$ cat config.mk
export PLATFORM = sky130hd
export DESIGN_NAME = expmul_sched
export DESIGN_NICKNAME = d
export VERILOG_FILES = /design/src/rtl/expmul_sched_pkg.sv /design/src/rtl/expmul_sched_vec_sat_add.sv /design/src/rtl/expmul_sched.sv
export SDC_FILE = /design/constraint.sdc
export NUM_CORES = 1
export LEC_CHECK = 0
export CORE_MARGIN = 2
export CORE_UTILIZATION = 48
export DETAILED_ROUTE_END_ITERATION = 8
export PLACE_DENSITY = 0.81
export SETUP_SLACK_MARGIN = 0.02
export SLEW_MARGIN = 0
export SYNTH_ARGS = -nofsm -noshare
export SYNTH_HDL_FRONTEND = slang
export SYNTH_SLANG_ARGS = --single-unit
$ cat constraint.sdc
create_clock -name clk -period 4.2 [get_ports clk]
set_clock_uncertainty 0.15 [all_clocks]
set_input_delay 0.84 -clock clk [delete_from_list [all_inputs] [get_ports clk]]
set_output_delay 0.84 -clock clk [all_outputs]
set_load 0.01 [all_outputs]
$ cat src/rtl/expmul_sched_pkg.sv
// Shared types for the online-softmax row scheduler: score/vector widths,
// FSM state encoding and the signed max helper.
package expmul_sched_pkg;

  localparam int INT_W   = 8;
  localparam int ELEM_W  = 8;
  localparam int VEC_LEN = 4;
  localparam int VEC_W   = ELEM_W * VEC_LEN;

  typedef logic signed [INT_W-1:0]  int_t;
  typedef logic signed [ELEM_W-1:0] elem_t;
  typedef logic [VEC_W-1:0]         v_vector_t;

  typedef enum logic [2:0] {
    ST_ACCEPT,
    ST_ISSUE_R,
    ST_WAIT_R,
    ST_ISSUE_V,
    ST_WAIT_V,
    ST_OUT
  } sched_state_e;

  function automatic int_t max_signed(input int_t a, input int_t b);
    return (a > b) ? a : b;
  endfunction

endpackage

$ cat src/rtl/expmul_sched_vec_sat_add.sv
// Element-wise signed vector add; SAT selects clamping to the element range
// instead of two's-complement wrap.
module vec_sat_add
  import expmul_sched_pkg::*;
#(
  parameter bit SAT = 1'b1
) (
  input  logic [VEC_W-1:0] a_in,
  input  logic [VEC_W-1:0] b_in,
  output logic [VEC_W-1:0] sum_out
);

  function automatic logic [ELEM_W-1:0] add_elem(input logic [ELEM_W-1:0] x,
                                                 input logic [ELEM_W-1:0] y);
    logic [ELEM_W:0] w;
    w = {x[ELEM_W-1], x} + {y[ELEM_W-1], y};
    // Overflow shows up as the two top bits of the widened sum disagreeing.
    if (SAT && (w[ELEM_W] != w[ELEM_W-1]))
      return w[ELEM_W] ? {1'b1, {(ELEM_W-1){1'b0}}} : {1'b0, {(ELEM_W-1){1'b1}}};
    return w[ELEM_W-1:0];
  endfunction

  always_comb begin
    sum_out = '0;
    for (int i = 0; i < VEC_LEN; i++)
      sum_out[i*ELEM_W +: ELEM_W] = add_elem(a_in[i*ELEM_W +: ELEM_W], b_in[i*ELEM_W +: ELEM_W]);
  end

endmodule

$ cat src/rtl/expmul_sched.sv
// Online-softmax row scheduler: tracks running max m, sequences rescale and
// weight jobs through one expmul unit, and emits the unnormalised row sum O.
//
// state      | meaning
// ACCEPT     | waiting for next (score, V); s_rdy_out high
// ISSUE_R    | offering rescale job exp(m_old - m_new) * O
// WAIT_R     | waiting for rescaled O
// ISSUE_V    | offering weight job exp(s - m_new) * V
// WAIT_V     | waiting for weighted V, accumulate into O
// OUT        | presenting row result until downstream takes it
module expmul_sched
  import expmul_sched_pkg::*;
#(
  parameter bit SKIP_RESCALE = 1'b1,
  parameter bit SAT_ACC      = 1'b1,
  parameter int CNT_W        = 8
) (
  input  logic               clk,
  input  logic               rst,
  input  logic               s_vld_in,
  output logic               s_rdy_out,
  input  logic [INT_W-1:0]   s_score_in,
  input  logic [VEC_W-1:0]   s_v_in,
  input  logic               s_last_in,
  output logic               em_vld_out,
  input  logic               em_rdy_in,
  output logic [INT_W-1:0]   em_a_out,
  output logic [INT_W-1:0]   em_b_out,
  output logic [VEC_W-1:0]   em_vec_out,
  input  logic               em_vld_in,
  output logic               em_rdy_out,
  input  logic [VEC_W-1:0]   em_vec_in,
  output logic               o_vld_out,
  input  logic               o_rdy_in,
  output logic [VEC_W-1:0]   o_vec_out,
  output logic [INT_W-1:0]   o_max_out,
  output logic [CNT_W-1:0]   o_cnt_out
);

  sched_state_e state_q, state_d;
  logic         first_q, first_d;
  logic         last_q, last_d;
  int_t         m_q, m_d, m_new_q, m_new_d, s_q, s_d;
  v_vector_t    v_q, v_d, acc_q, acc_d, acc_base, acc_sum;
  logic [CNT_W-1:0] cnt_q, cnt_d;

  logic         s_rdy_q, s_rdy_d, em_vld_q, em_vld_d, em_rdy_q, em_rdy_d, o_vld_q, o_vld_d;
  int_t         em_a_q, em_a_d, em_b_q, em_b_d, o_max_q, o_max_d;
  v_vector_t    em_vec_q, em_vec_d, o_vec_q, o_vec_d;
  logic [CNT_W-1:0] o_cnt_q, o_cnt_d;

  // The first V of a row replaces O rather than adding to stale contents.
  assign acc_base = first_q ? '0 : acc_q;

  vec_sat_add #(.SAT(SAT_ACC)) u_add (
    .a_in    (acc_base),
    .b_in    (em_vec_in),
    .sum_out (acc_sum)
  );

  always_comb begin
    state_d = state_q;
    first_d = first_q;
    last_d  = last_q;
    m_d     = m_q;
    m_new_d = m_new_q;
    s_d     = s_q;
    v_d     = v_q;
    acc_d   = acc_q;
    cnt_d   = cnt_q;
    case (state_q)
      ST_ACCEPT: if (s_vld_in && s_rdy_q) begin
        s_d     = s_score_in;
        v_d     = s_v_in;
        last_d  = s_last_in;
        cnt_d   = cnt_q + 1'b1;
        m_new_d = first_q ? int_t'(s_score_in) : max_signed(m_q, s_score_in);
        state_d = (first_q || (SKIP_RESCALE && (m_new_d == m_q))) ? ST_ISSUE_V : ST_ISSUE_R;
      end
      ST_ISSUE_R: if (em_vld_q && em_rdy_in) state_d = ST_WAIT_R;
      ST_WAIT_R: if (em_vld_in && em_rdy_q) begin
        acc_d   = em_vec_in;
        state_d = ST_ISSUE_V;
      end
      ST_ISSUE_V: if (em_vld_q && em_rdy_in) state_d = ST_WAIT_V;
      ST_WAIT_V: if (em_vld_in && em_rdy_q) begin
        acc_d   = acc_sum;
        m_d     = m_new_q;
        first_d = 1'b0;
        state_d = last_q ? ST_OUT : ST_ACCEPT;
      end
      ST_OUT: if (o_vld_q && o_rdy_in) begin
        first_d = 1'b1;
        acc_d   = '0;
        cnt_d   = '0;
        state_d = ST_ACCEPT;
      end
      default: state_d = ST_ACCEPT;
    endcase

    // Outputs are decoded from the next state so they leave flops directly.
    s_rdy_d  = (state_d == ST_ACCEPT);
    em_vld_d = (state_d == ST_ISSUE_R) || (state_d == ST_ISSUE_V);
    em_rdy_d = (state_d == ST_WAIT_R) || (state_d == ST_WAIT_V);
    o_vld_d  = (state_d == ST_OUT);
    em_a_d   = (state_d == ST_ISSUE_R) ? m_q : (state_d == ST_ISSUE_V) ? s_d : '0;
    em_b_d   = em_vld_d ? m_new_d : '0;
    em_vec_d = (state_d == ST_ISSUE_R) ? acc_d : (state_d == ST_ISSUE_V) ? v_d : '0;
    o_vec_d  = o_vld_d ? acc_d : '0;
    o_max_d  = o_vld_d ? m_d : '0;
    o_cnt_d  = o_vld_d ? cnt_d : '0;
  end

  always_ff @(posedge clk or negedge rst) begin
    if (!rst) begin
      state_q  <= ST_ACCEPT;
      first_q  <= 1'b1;
      last_q   <= 1'b0;
      m_q      <= '0;
      m_new_q  <= '0;
      s_q      <= '0;
      v_q      <= '0;
      acc_q    <= '0;
      cnt_q    <= '0;
      s_rdy_q  <= 1'b0;
      em_vld_q <= 1'b0;
      em_rdy_q <= 1'b0;
      o_vld_q  <= 1'b0;
      em_a_q   <= '0;
      em_b_q   <= '0;
      em_vec_q <= '0;
      o_vec_q  <= '0;
      o_max_q  <= '0;
      o_cnt_q  <= '0;
    end else begin
      state_q  <= state_d;
      first_q  <= first_d;
      last_q   <= last_d;
      m_q      <= m_d;
      m_new_q  <= m_new_d;
      s_q      <= s_d;
      v_q      <= v_d;
      acc_q    <= acc_d;
      cnt_q    <= cnt_d;
      s_rdy_q  <= s_rdy_d;
      em_vld_q <= em_vld_d;
      em_rdy_q <= em_rdy_d;
      o_vld_q  <= o_vld_d;
      em_a_q   <= em_a_d;
      em_b_q   <= em_b_d;
      em_vec_q <= em_vec_d;
      o_vec_q  <= o_vec_d;
      o_max_q  <= o_max_d;
      o_cnt_q  <= o_cnt_d;
    end
  end

  assign s_rdy_out  = s_rdy_q;
  assign em_vld_out = em_vld_q;
  assign em_rdy_out = em_rdy_q;
  assign o_vld_out  = o_vld_q;
  assign em_a_out   = em_a_q;
  assign em_b_out   = em_b_q;
  assign em_vec_out = em_vec_q;
  assign o_vec_out  = o_vec_q;
  assign o_max_out  = o_max_q;
  assign o_cnt_out  = o_cnt_q;

endmodule

After elaboration in Yosys (flattened, before gate mapping)
Cells that the tools add are included.
{"block": "classes", "addsub": 5, "n_lt_le_gt_ge": 1, "n_eq_ne": 17, "mux": 54, "n_reduce_logical": 12}
{"operator": "32-bit 2-to-1 mux", "n": 9}
{"operator": "8-bit 2-to-1 mux", "n": 27}
{"operator": "32-bit case mux with 3 select lines", "n": 1}
{"operator": "8-bit by 8-bit adder with 9-bit output", "n": 4}
{"operator": "3-bit 2-to-1 mux", "n": 7}
{"operator": "3-bit case mux with 6 select lines", "n": 1}
{"operator": "8-bit case mux with 2 select lines", "n": 1}
{"operator": "3-bit by 2-bit == test with 1-bit output (second input constant)", "n": 4}
{"operator": "3-bit == test (second input constant)", "n": 4}
{"operator": "8-bit by 1-bit adder with 8-bit output (second input constant)", "n": 1}
{"operator": "8-bit == test", "n": 1}
{"operator": "8-bit greater-than comparator", "n": 1}
{"operator": "3-bit by 1-bit == test with 1-bit output (second input constant)", "n": 2}
{"operator": "3-bit zero test", "n": 2}
{"operator": "1-bit 2-to-1 mux", "n": 6}
{"operator": "1-bit logical AND", "n": 4}
{"operator": "1-bit inequality test", "n": 4}
{"operator": "2-bit inequality test (second input constant)", "n": 2}
{"operator": "1-bit logical OR", "n": 3}
{"operator": "3-bit AND reduction", "n": 1}
{"operator": "2-bit 2-to-1 mux", "n": 1}
{"operator": "1-bit case mux with 2 select lines", "n": 1}
{"operator": "2-bit AND reduction", "n": 1}
{"operator": "2-bit nonzero test", "n": 1}
{"block": "word_totals", "register_bits": 201, "inputBits": 79}

Depth between registers and ports, before layout
{"block": "depth", "depth_word": 11, "mapped_depth": 18, "mapped_depth_nobuf": 17}

By module
A second synthesis with hierarchy kept.
{"block": "unflattened", "cells_unflattened": 1194, "hier_area_um2": 11080.6}
{"module": "expmul_sched", "instances": 1, "cells_each": 895, "area_per_inst_um2": 9051.2}
{"module": "vec_sat_add", "instances": 1, "cells_each": 299, "area_per_inst_um2": 2029.4}

Least setup slack after synthesis
No wires, ideal clock.
{"block": "synth_timing", "kind": "flip-flop to flip-flop", "from": "register first_q", "to": "register em_vec_q[5] (netlist: em_vec_out[5])", "arrival_ns": 3.802, "required_ns": 3.912, "path_slack_ns": 0.110, "stages_incl_launch_ff": 17, "path_buffers": 2, "period_less_slack_ns": 4.090, "path_cell_list": "dfstp_2 clkbuf_1 clkbuf_1 nor2_1 ha_1 fa_1 a211oi_1 o2111ai_1 and2_1 inv_1 ha_1 inv_1 a311oi_1 a21oi_1 o21ai_0 a222oi_1 a21oi_1"}
{"block": "synth_via", "elab_chain_len": 9}
{"item": "from (decl)", "line_no": "expmul_sched.sv:41", "source": "logic first_q, first_d;"}
{"item": "from (signal assigned)", "line_no": "expmul_sched.sv:137", "source": "first_q <= first_d;"}
{"item": "branches (longest 8 deep; another with 8-bit by 8-bit adder with 9-bit output)"}
{"item": "32-bit 2-to-1 mux *", "line_no": "expmul_sched.sv:108", "source": "em_vec_d = (state_d == ST_ISSUE_R) ? acc_d : (state_d == ST_ISSUE_V) ? v_d : '0;"}
{"item": "via em_vec_d[5]", "line_no": "expmul_sched.sv:49", "source": "v_vector_t em_vec_q, em_vec_d, o_vec_q, o_vec_d;"}
{"item": "to (signal assigned)", "line_no": "expmul_sched.sv:151", "source": "em_vec_q <= em_vec_d;"}
{"item": "to (decl)", "line_no": "expmul_sched.sv:49"}
Mark *: on every way through the listed nets, which the timed path passes. The select of a mux whose other input is x is not followed.
A chain may end at the register's enable or synchronous reset.

Final worst setup path
{"block": "layout_timing", "from": "input port em_vec_in[1]", "to": "register em_vec_q[0] (netlist: em_vec_out[0])"}
{"block": "layout_via", "elab_chain_len": 7}
{"item": "from (decl)", "line_no": "expmul_sched.sv:32", "source": "input logic [VEC_W-1:0] em_vec_in,"}
{"item": "8-bit by 8-bit adder with 9-bit output *", "line_no": "expmul_sched_vec_sat_add.sv:16", "source": "w = {x[ELEM_W-1], x} + {y[ELEM_W-1], y};"}
{"item": "8-bit 2-to-1 mux or 1-bit inequality test (tied branches)", "line_no": "expmul_sched_vec_sat_add.sv:19, expmul_sched_vec_sat_add.sv:18"}
{"item": "8-bit 2-to-1 mux or 1-bit 2-to-1 mux (tied branches)", "line_no": "expmul_sched_vec_sat_add.sv:18", "source": "if (SAT && (w[ELEM_W] != w[ELEM_W-1]))"}
{"item": "8-bit 2-to-1 mux *", "line_no": "expmul_sched_vec_sat_add.sv:20", "source": "return w[ELEM_W-1:0];"}
{"item": "32-bit 2-to-1 mux *", "line_no": "expmul_sched.sv:86", "source": "ST_WAIT_V: if (em_vld_in && em_rdy_q) begin"}
{"item": "32-bit case mux with 3 select lines *", "line_no": "expmul_sched.sv:71", "source": "case (state_q)"}
{"item": "via acc_d[0]", "line_no": "expmul_sched.sv:44", "source": "v_vector_t v_q, v_d, acc_q, acc_d, acc_base, acc_sum;"}
{"item": "32-bit 2-to-1 mux *", "line_no": "expmul_sched.sv:108"}
{"item": "via em_vec_d[0]", "line_no": "expmul_sched.sv:49"}
Mark *: on every way through the listed nets, which the timed path passes. The rest lies on a longest branch. The select of a mux whose other input is x is not followed.

==> summary.txt <==
Detailed routing
  – Via count: 8555
  – Routed Antenna Nets: 0
  – DRT iter0 DRCs: 506
  – Vias per cell: 5.643
  – Final WL: 28.96 mm
  – Pre-antenna DRT Iters: 5
  – DR WL/cell: 19.10 um
  – DRC Markers: 0

Timing
  – Hold Vio Cnt, Final: 0
  – Slew headroom: 41.90%
  – Max Slew Vio Count: 0
  – Hold WS: 0.2498 ns
  – Minimum clock period: 4.022 ns
  – Peak Freq: 248.6 MHz
  – Tightest Pin Transition: 0.8716 ns
  – Tcrit/Tclk final: 95.77%
  – Setup violators final: 0

Placed design
  – Port Buf Inserts: 178
  – Inst Count DP: 1474
  – Routability Congestion: 0.9566
  – Dpl hpwl: 20.41 mm

Flow run
  – Max_cap viols: 0

Synth
  – Dominant cell type by area after synthesis: dfrtp_1
  – Largest cells by area after synthesis: dfrtp_1 48%, ha_1 5.4%, mux2_2 5.3%
  – Register area share after synthesis: 48.59%
  – Mapped Avg Cell Area: 10.10 um2
  – Post-synthesis instance total: 1025
  – Count leader, synth: dfrtp_1
  – Commonest cells in the netlist: 200 x dfrtp_1, 89 x a21oi_1, 82 x nand2_1, 82 x nor2_1, 76 x o21ai_0
  – EDFF count, synth: 0
  – Post-synth top area share: 48.34%
  – Synth Cell Area: 10350 um2
  – Syn_nets: 1153
  – Ys async rst share: 100.0%
  – Synth Register Bits: 201
  – Synthesis Warnings: 0
  – Cell variety after synth: 72
  – Dominant synthesized flop cell: dfrtp_1

Clock network
  – TritonCTS Buffers: 22
  – Clock Latency Late Sink: 0.50 ns
  – CTS root buf: clkbuf_16
  – CTS clk-pin slew, worst paths: 0.06 ns
  – Clk buf depth: 3
  – Clock sinks: 201
  – H-tree depth: 1
  – Setup Buffers After CTS: 0
  – CTS tree: built

Power
  – Sequential Power Share: 35.3%
  – Pwr/cell area: 584.2 nW/um2
  – Switch Pwr: 2.861 mW
  – Switching share of power: 36.56%
  – Combinational power share: 40.2%
  – Power Total: 7.824 mW
  – Leakage: 6.135 nW
  – Clock network power share: 24.4%
  – Peak VDD IR: 0.3882 mV
  – Cell Int Power: 4.963 mW

Critical path
  – Setup crit end kind: flop
  – Crit path kind: input pin to flop
  – CP Launch Type: input pin
  – Critical Path AT: 4.30 ns
  – Required @ worst endpoint: 4.48 ns
  – Crit path max fanout: 3

Floorplan
  – Initial core utilization: 49.10%
  – # IOs: 179
  – Num rows: 53
  – Die W: 150.9 um
  – Die area: 22760 um2
  – Die H: 150.9 um
  – Core Region: 21090 um2

Global routing
  – Grt total ovfl: 0
  – Largest net degree at the start of global routing: 95
  – Total track usage: 25.31%
  – Vias in the first global route: 8658
  – First-pass GRT wire length: 45.31 mm
  – Initial antenna violation count: 2

Hold path
  – Worst Hold Class: input pin to asynchronous set/reset pin

Cells and area
  – Final #Nets: 1351
  – Layout Area Growth over Synthesis: 29.35%
  – Post-route insts no fill: 1516
  – Ratio of cells with drive above 1 in the final layout: 13.33%

Status
  – Status: finished clean
[stage by stage]
step / utilization (%) / setup slack (ns) / instance area [um2] / TNS, ns
CTS: 63.34 / 0.2021 / 13360 / 0
finish: 63.51 / 0.1776 / 13390 / 0
global route: 63.50 / -0.001857 / 13390 / -0.001857
detailed placement: 59.92 / -0.2983 / 12640 / -2.119
global placement: 59.92 / -0.1360 / 12640 / -0.5756
floorplan: - / 0.1102 / 10350 / 0
[cells in the final DEF (no fill, tap or decap), types with 7 or more instances in the layout]
cell type        instances
nor3_1                  10
dfrtp_1                200
nor2_1                  82
ha_1                    44
buf_4                   44
nand2b_1                10
nor2b_1                 38
a22oi_1                  9
a211oi_1                14
nand2_1                 82
inv_1                   44
clkbuf_16               23
o31ai_1                  9
a21oi_1                 86
a21o_1                  16
o21ai_0                 76
and2_1                  40
o21a_1                   7
clkdlybuf4s50_1        177
xor2_1                  14
xnor2_1                  8
mux2_2                  49
[power by group through the flow]
stage | Clock (mW) | Combinational, mW | Sequential (mW)
4_1_cts | 1.95 | 3.14 | 2.76
5_1_grt | 2.03 | 3.45 | 2.82
6_report | 1.91 | 3.15 | 2.77
3_5_place_dp | 0 | 3.12 | 2.79
3_3_place_gp | 0 | 3.05 | 2.76
2_1_floorplan | 0 | 1.93 | 2.77
[registers in the layout, indices dropped and copies added, names as in the netlist, 3 cells and up]
signal and flops:
acc_q 32, state_q 3, em_b_out 8, o_vec_out 32, s_q 8, m_q 8, cnt_q 8, m_new_q 8
em_vec_out 32, em_a_out 8, o_max_out 8, v_q 32, o_cnt_out 8
[repair_timing]
action / 4_1_cts / 5_1_grt
setup endpoints to repair: 0 / 8
hold buffers: 0 / 0
resized for setup: 0 / 6
[kinds of logic after synthesis]
group / count (synthesis) / share of synthesized area [%]
multiplexers: 52 / 5.619
flip-flops: 201 / 48.59
AO/OA/AOI/OAI: 306 / 19.29
buffers and inverters: 97 / 4.254
adder cells (fa/ha/maj): 49 / 6.212
XOR/XNOR: 22 / 1.861
AND/OR/NAND/NOR: 298 / 14.18
[critical path, cell delays in order]
cell and delay, ns:
clkdlybuf4s50_1 0.43, ha_1 0.34, a211oi_2 0.26, o21bai_1 0.10, a21oi_1 0.22, o21bai_1 0.09, a21oi_1 0.20, xnor2_1 0.15
ha_1 0.34, inv_1 0.07, a311oi_2 0.30, a21oi_1 0.12, buf_4 0.19, a222oi_1 0.25, a221o_1 0.22, nand2_1 0.07
a21oi_1 0.12
[per-layer routing]
metal | vias up | track usage, % | part of all wire, %
met5 | - | 0 | 0
met4 | 0 | 7.103 | 2.3
met3 | 47 | 5.271 | 7.5
met2 | 290 | 41.61 | 48
met1 | 4192 | 34.16 | 42
li1 | 4026 | - | -
[cell type report]
cell class | count | area, um2
fillers | 1683 | 7695
flip-flops and latches | 201 | 5031
clock buffers | 32 | 649.4
well taps | 275 | 344.1
repair buffers | 225 | 2176
inverters | 46 | 175.2
diodes | 3 | 7.507
clock inverters | 7 | 72.57
multi-input cells | 727 | 4937
[path summary, 6_finish.rpt]
path	from	cells past startpoint	endpoint	slack [ns]
max	em_vec_in[1]	17	em_vec_out[0]$_DFF_PN0_	0.18
min	rst	1	v_q[14]$_DFF_PN0_	0.25
max reg2reg	first_q$_DFFE_PN1P_	17	em_vec_out[0]$_DFF_PN0_	0.26
min reg2reg	cnt_q[7]$_DFF_PN0_	1	cnt_q[7]$_DFF_PN0_	0.33
max in group asynchronous	rst	2	acc_q[15]$_DFF_PN0_	2.78
min in group clk	cnt_q[7]$_DFF_PN0_	1	cnt_q[7]$_DFF_PN0_	0.33
No activity file was read; power rests on OpenSTA's default activity.
